==> src/rtl/req_priority_arbiter.sv <==
// rtl/req_priority_arbiter.sv - N-way request arbiter with fixed/round-robin selection and hold timeout
module req_priority_arbiter #(
    parameter int N        = 8,
    parameter int CW       = 3,
    parameter int RR_MODE  = 0,
    parameter int MAX_HOLD = 16
) (
    input  logic          clk,
    input  logic          rst_n,
    input  logic [N-1:0]  req,
    output logic [N-1:0]  gnt,
    output logic [CW-1:0] gnt_code,
    output logic          gnt_valid,
    output logic          timeout
);

    typedef enum logic [1:0] {
        ST_IDLE = 2'd0,
        ST_BUSY = 2'd1,
        ST_GAP  = 2'd2
    } state_t;

    state_t        r_state;
    logic [7:0]    r_hold_cnt;
    logic [N-1:0]  r_mask;
    logic [CW-1:0] r_rr_ptr;
    logic [N-1:0]  r_gnt;
    logic [CW-1:0] r_gnt_code;
    logic          r_gnt_valid;
    logic          r_timeout;

    state_t        w_state_nxt;
    logic [7:0]    w_hold_nxt;
    logic [N-1:0]  w_mask_set;
    logic [CW-1:0] w_ptr_nxt;
    logic [N-1:0]  w_gnt_nxt;
    logic [CW-1:0] w_code_nxt;
    logic          w_valid_nxt;
    logic          w_tmo_nxt;

    logic [N-1:0]  w_elig;
    logic [N-1:0]  w_rot;
    logic [CW-1:0] w_base;
    logic [CW-1:0] w_off;
    logic [CW-1:0] w_win;
    logic          w_any;

    assign w_elig = req & ~r_mask;
    assign w_base = (RR_MODE != 0) ? r_rr_ptr : '0;
    assign w_any  = |w_elig;

    // Rotate eligibility so the search always starts at bit 0; wrap comes free from CW-bit index math.
    always_comb begin
        w_rot = '0;
        w_off = '0;
        for (int i = 0; i < N; i++) begin
            w_rot[i] = w_elig[w_base + CW'(i)];
        end
        for (int i = N - 1; i >= 0; i--) begin
            if (w_rot[i]) begin
                w_off = CW'(i);
            end
        end
    end

    assign w_win = w_base + w_off;

    always_comb begin
        w_state_nxt = r_state;
        w_hold_nxt  = r_hold_cnt;
        w_mask_set  = '0;
        w_ptr_nxt   = r_rr_ptr;
        w_gnt_nxt   = r_gnt;
        w_code_nxt  = r_gnt_code;
        w_valid_nxt = r_gnt_valid;
        w_tmo_nxt   = 1'b0;
        case (r_state)
            ST_IDLE: begin
                w_gnt_nxt   = '0;
                w_code_nxt  = '0;
                w_valid_nxt = 1'b0;
                if (w_any) begin
                    w_gnt_nxt   = N'(1) << w_win;
                    w_code_nxt  = w_win;
                    w_valid_nxt = 1'b1;
                    w_hold_nxt  = 8'd1;
                    w_ptr_nxt   = w_win + CW'(1);
                    w_state_nxt = ST_BUSY;
                end
            end
            ST_BUSY: begin
                if (!req[r_gnt_code]) begin
                    w_gnt_nxt   = '0;
                    w_code_nxt  = '0;
                    w_valid_nxt = 1'b0;
                    w_hold_nxt  = '0;
                    w_state_nxt = ST_GAP;
                end else if (r_hold_cnt == 8'(MAX_HOLD)) begin
                    w_gnt_nxt   = '0;
                    w_code_nxt  = '0;
                    w_valid_nxt = 1'b0;
                    w_hold_nxt  = '0;
                    w_mask_set  = N'(1) << r_gnt_code;
                    w_tmo_nxt   = 1'b1;
                    w_state_nxt = ST_GAP;
                end else begin
                    w_hold_nxt = r_hold_cnt + 8'd1;
                end
            end
            ST_GAP: begin
                w_state_nxt = ST_IDLE;
            end
            default: begin
                w_gnt_nxt   = '0;
                w_code_nxt  = '0;
                w_valid_nxt = 1'b0;
                w_hold_nxt  = '0;
                w_state_nxt = ST_IDLE;
            end
        endcase
    end

    always_ff @(posedge clk or negedge rst_n) begin
        if (!rst_n) begin
            r_state     <= ST_IDLE;
            r_hold_cnt  <= '0;
            r_mask      <= '0;
            r_rr_ptr    <= '0;
            r_gnt       <= '0;
            r_gnt_code  <= '0;
            r_gnt_valid <= 1'b0;
            r_timeout   <= 1'b0;
        end else begin
            r_state     <= w_state_nxt;
            r_hold_cnt  <= w_hold_nxt;
            // A dropped request unmasks; a same-cycle timeout set still wins.
            r_mask      <= (r_mask & req) | w_mask_set;
            r_rr_ptr    <= w_ptr_nxt;
            r_gnt       <= w_gnt_nxt;
            r_gnt_code  <= w_code_nxt;
            r_gnt_valid <= w_valid_nxt;
            r_timeout   <= w_tmo_nxt;
        end
    end

    assign gnt       = r_gnt;
    assign gnt_code  = r_gnt_code;
    assign gnt_valid = r_gnt_valid;
    assign timeout   = r_timeout;

endmodule

==> config.mk <==
export PLATFORM = sky130hd
export DESIGN_NAME = req_priority_arbiter
export DESIGN_NICKNAME = d
export VERILOG_FILES = /design/src/rtl/req_priority_arbiter.sv
export SDC_FILE = /design/constraint.sdc
export NUM_CORES = 1
export LEC_CHECK = 0
export BUFFER_PORTS_ARGS = -buffer_cell sky130_fd_sc_hd__buf_2
export CAP_MARGIN = 20
export CORE_ASPECT_RATIO = 0.75
export CORE_MARGIN = 2
export CORE_UTILIZATION = 56
export DETAILED_ROUTE_END_ITERATION = 10
export PLACE_DENSITY = 0.78
export SETUP_SLACK_MARGIN = 0.05
export SLEW_MARGIN = 25
export SYNTH_ARGS = -nofsm -noshare
export SYNTH_HDL_FRONTEND = slang
export SYNTH_SLANG_ARGS = --single-unit
==> constraint.sdc <==
create_clock -name clk -period 2.5 [get_ports clk]
set_input_delay 0.375 -clock clk [delete_from_list [all_inputs] [get_ports clk]]
set_output_delay 0.375 -clock clk [all_outputs]
set_load 0.05 [all_outputs]
# Word level (Yosys, flattened, before mapping)
# Index checks and enable logic that the tools add are counted.
[word_totals]
output_inout_bits = 13
register_bits = 31
in_bits = 10
[classes]
n_reduce_logical = 5
muxes = 36
bitwise_logic = 5
order_cmp = 1
eq_ne = 5
addsub = 1
shift = 2
[ops]
columns = ["cell", "count"]
rows = [
  ["8-bit two-way mux", 9],
  ["8-bit case mux with 3 select lines", 2],
  ["3-bit two-way mux", 11],
  ["8-bit bitwise AND", 2],
  ["1-bit by 3-bit left shift with 8-bit output (first input constant)", 2],
  ["3-bit case mux with 3 select lines", 1],
  ["8-bit by 1-bit adder with 8-bit output (second input constant)", 1],
  ["8-bit by 5-bit == test with 1-bit output (second input constant)", 1],
  ["8-bit NOT", 1],
  ["8-bit OR", 1],
  ["8-bit OR reduction", 1],
  ["1-bit two-way mux", 7],
  ["2-bit two-way mux", 3],
  ["2-bit AND reduction", 3],
  ["3-bit by 4-bit < comparator with 1-bit output (second input constant)", 1],
  ["2-bit case mux with 2 select lines", 1],
  ["1-bit binary-select mux with 3-bit select", 1],
  ["3-bit != test (second input constant)", 1],
  ["1-bit case mux with 3 select lines", 1],
  ["2-bit by 1-bit == test with 1-bit output (second input constant)", 1],
  ["2-bit == test (second input constant)", 1],
  ["2-bit logical NOT", 1],
  ["2-bit != test (second input constant)", 1],
  ["1-bit NOT", 1],
]

# Longest topological paths before layout
[depth]
depth_word = 13
mapped_depth = 8
mapped_depth_nobuf = 7

# Worst setup path after synthesis
# No wires, ideal clock.
[synth_timing]
path_type = "register to register"
start = "register r_gnt_code[1], in the netlist gnt_code[1]"
end = "register r_gnt_code[2], in the netlist gnt_code[2]"
t_arrival_ps = 2027
slack_ps = 352
stages_incl_launch_ff = 8
setup_ps = 121
cell_sequence = "dfrtp_1 -> buf_6 -> mux2_2 -> o22ai_4 -> nor4b_4 -> or2_1 -> buf_4 -> a22o_1"
[synth_via]
elab_chain_len = 4
[synth_lines]
columns = ["item", "line_no", "source"]
rows = [
  ["start: declaration", "28", "logic [CW-1:0] r_gnt_code;"],
  ["start signal: assignment", "140", "r_gnt_code <= w_code_nxt;"],
  ["1-bit binary-select mux with 3-bit select *", "92", "if (!req[r_gnt_code]) begin"],
  ["1-bit two-way mux (implied by the code) *", "92", ""],
  ["3-bit two-way mux or 3-bit != test (tied branches)", "-", ""],
  ["3-bit case mux with 3 select lines or 2-bit AND reduction (tied branches)", "-", ""],
]
# Every way passes the cells marked *; elsewhere a longest branch is shown, timed or not. The select of a mux whose other input is x is not followed.
# A chain may end at the register's enable or synchronous reset.

# Worst setup path after layout
[layout_timing]
start = "register r_hold_cnt[0]"
end = "register r_gnt_code[2], in the netlist gnt_code[2]"
[layout_via]
elab_chain_len = 3
[layout_lines]
columns = ["item", "line_no", "source"]
rows = [
  ["start: declaration", "24", "logic [7:0] r_hold_cnt;"],
  ["start signal: assignment", "135", "r_hold_cnt <= w_hold_nxt;"],
  ["8-bit by 5-bit == test with 1-bit output", "98", "end else if (r_hold_cnt == 8'(MAX_HOLD)) begin"],
  ["3-bit != test (no source line)", "-", ""],
  ["2-bit AND reduction (no source line)", "-", ""],
]
# No other way between the ends.

==> flow_metrics.env <==
export IMPL_cp_startpoint="r_hold_cnt[0]"
export IMPL_firstDrtPassIters=4
export IMPL_synth_area_leader_cell="dfrtp_1"
export IMPL_synthXorXnorAreaFrac=0
export IMPL_met1_usage=0.354
export IMPL_grt_remaining_overflow=0
export IMPL_cp_start_kind="flop"
export IMPL_initial_core_util=0.607
export IMPL_syn_num_nets=179
export IMPL_status="completed"
export IMPL_yosysUniqueCellTypes=41
export IMPL_cts_path_max_buffers=2
export IMPL_yosys_most_used_dff="dfrtp_1"
export IMPL_num_vias=1393
export IMPL_drc_errors=0
export IMPL_critical_path_class="flop to flop"
export IMPL_cts_htree_levels=2
export IMPL_insertion_delay_ps=290
export IMPL_met2_usage=0.367
export IMPL_die_area_mm2=0.00338
export IMPL_r2r_start="r_hold_cnt[0]"
export IMPL_rsz0062_at_grt="false"
export IMPL_setup_viol=0
export IMPL_synth_top_family_by_area="simple AND/OR/NAND/NOR gates"
export IMPL_wl_per_cell_um=15.7
export IMPL_fin_nets=206
export IMPL_grt_pass1_vias=1265
export IMPL_rows=16
export IMPL_synth_edf_count=0
export IMPL_portBuffers=22
export IMPL_grt_pass1_wl_mm=6.12
export IMPL_min_period_over_period=0.819
export IMPL_wl_mm=3.64
export IMPL_fin_ws_ps=452
export IMPL_cts_tree="built"
export IMPL_crit_fanout=9
export IMPL_die_height_um=50.9
export IMPL_p_per_area_mw_per_mm2=968
export IMPL_via_per_inst=6.03
export IMPL_grt_max_degree=32
export IMPL_syn_area_mm2=0.00164
export IMPL_drt_initial_drc_count=115
export IMPL_drive_gt1_frac=0.195
export IMPL_total_power_mw=1.82
export IMPL_grt_usage=0.246
export IMPL_yosysTopAreaCellShare=0.473
export IMPL_yosysMostFrequentCell="dfrtp_1"
export IMPL_ctsResizeCount=0
export IMPL_synthSimpleGateAreaFrac=0.256
export IMPL_clkTransAtPathRegs_ps=60
export IMPL_hpwl_mm=2.58
export IMPL_ys_top_cells_by_area="dfrtp_1, nand2b_1, nor2b_1"
export IMPL_numCtsBuffers=5
export IMPL_core_mm2=0.00270
export IMPL_syn_area_per_cell_um2=9.82
export IMPL_async_flop_share=1.00
export IMPL_hold_viol_final=0
export IMPL_die_w_um=66.5
export IMPL_synth_common_cells="dfrtp_1, nand2_1, nor2_1"
export IMPL_synth_compound_area_share=0.198
export IMPL_synth_adder_area_share=0.0153
export IMPL_synth_seq_cells=31
export IMPL_final_area_mm2=0.00188
export IMPL_cts_num_sinks=31
export IMPL_gp_congestion=0.917
export IMPL_yosysWarnings=0
export IMPL_end_kind="flop"
export IMPL_synthMuxAreaShare=0.0221
export IMPL_drv_slew=0
export IMPL_hold_class="input port to asynchronous set/reset pin"
export IMPL_ant_nets=0
export IMPL_setup_tns_final_ps=0
export IMPL_hold_buffers=0
export IMPL_syn_to_final_growth_pct=14.7
export IMPL_top_usage_layer="met2"
export IMPL_r2r_setup_slack_ps=450
export IMPL_relSlewSlack=0.537
export IMPL_root_buffer="clkbuf_8"
export IMPL_num_antenna_cells=0
export IMPL_pre_cts_ws_ps=483
export IMPL_maxCapViolCount=0
export IMPL_use_met3=0.0661
export IMPL_antenna_found_initial=0
export IMPL_fin_util=0.696
export IMPL_ys_seq_area_frac=0.473
export IMPL_leakagePower_nw=0.938
export IMPL_peakVddDrop_mv=0.425
export IMPL_required_ps=2670
export IMPL_worstMarginPinSlew_ps=695
export IMPL_timing_fmax_mhz=488
export IMPL_fin_crit_ps=2050
export IMPL_synth_cells=167
export IMPL_skew_ps=5.07
export IMPL_post_cts_buffers=0
export IMPL_io_pins=23
export IMPL_postPlaceCellArea_mm2=0.00178
export IMPL_worstPathArrival_ps=2220
==> power by group <==
group | internal [mW] | switching [mW]
clock network | 0.251 | 0.183
logic | 0.235 | 0.454
registers | 0.581 | 0.118
==> path summary, 6_finish.rpt <==
check	to	depth (start not counted)
worst max-delay path	gnt_code[2]	7
worst min-delay path	r_hold_cnt[7]	1
worst max register to register	gnt_code[2]	7
worst min register to register	gnt[3]	1
max in group asynchronous	gnt[4]	1
min in group clk	r_mask[0]	3
==> logic make-up after synthesis <==
family / Yosys count
buffers and inverters: 11
AND/OR/NAND/NOR: 76
multiplexers: 3
flip-flops: 31
AO/OA/AOI/OAI: 44
adder cells (fa/ha/maj): 2
==> placed cells by master, fill, tap and decap left out, drive strengths merged, types with 6 or more instances in the layout <==
master,n
inv,6
buf,25
nand2b,10
nand2,16
a22o,6
clkbuf,8
nor2,13
nor3,7
dfrtp,31
nor2b,10
o21ai,13
==> layer usage <==
metal,up-vias,wire length [um],part of all wire
met5,-,0,0
met4,0,46,0.013
met3,7,329,0.090
met2,61,1590,0.44
met1,673,1670,0.46
li1,652,-,-
==> flip-flops by register name (all words and copies together) (netlist names) <==
register	count
timeout	1
r_hold_cnt	8
r_mask	8
gnt	8
gnt_valid	1
r_state	2
gnt_code	3
==> area by class of cell <==
type	count	area [um^2]
fillers	214	821
multi-input cells	125	806
flip-flops and latches	31	776
repair buffers	25	133
clock buffers	8	100
well taps	36	45.0
inverters	6	22.5
==> critical path, stage by stage, from the launching register on <==
cell     delay, ps
dfrtp_1        460
inv_1           90
ha_1           130
nor4b_1        300
nand2_1        140
nor4b_4        170
or2_1          360
a22o_1         290
==> through the flow <==
step                cells  hold slack (ps)
floorplan             167             79.4
global placement      223              447
detailed placement    223              457
CTS                   231              159
global route          231              186
finish                231              128
No activity file was read; power rests on OpenSTA's default activity.
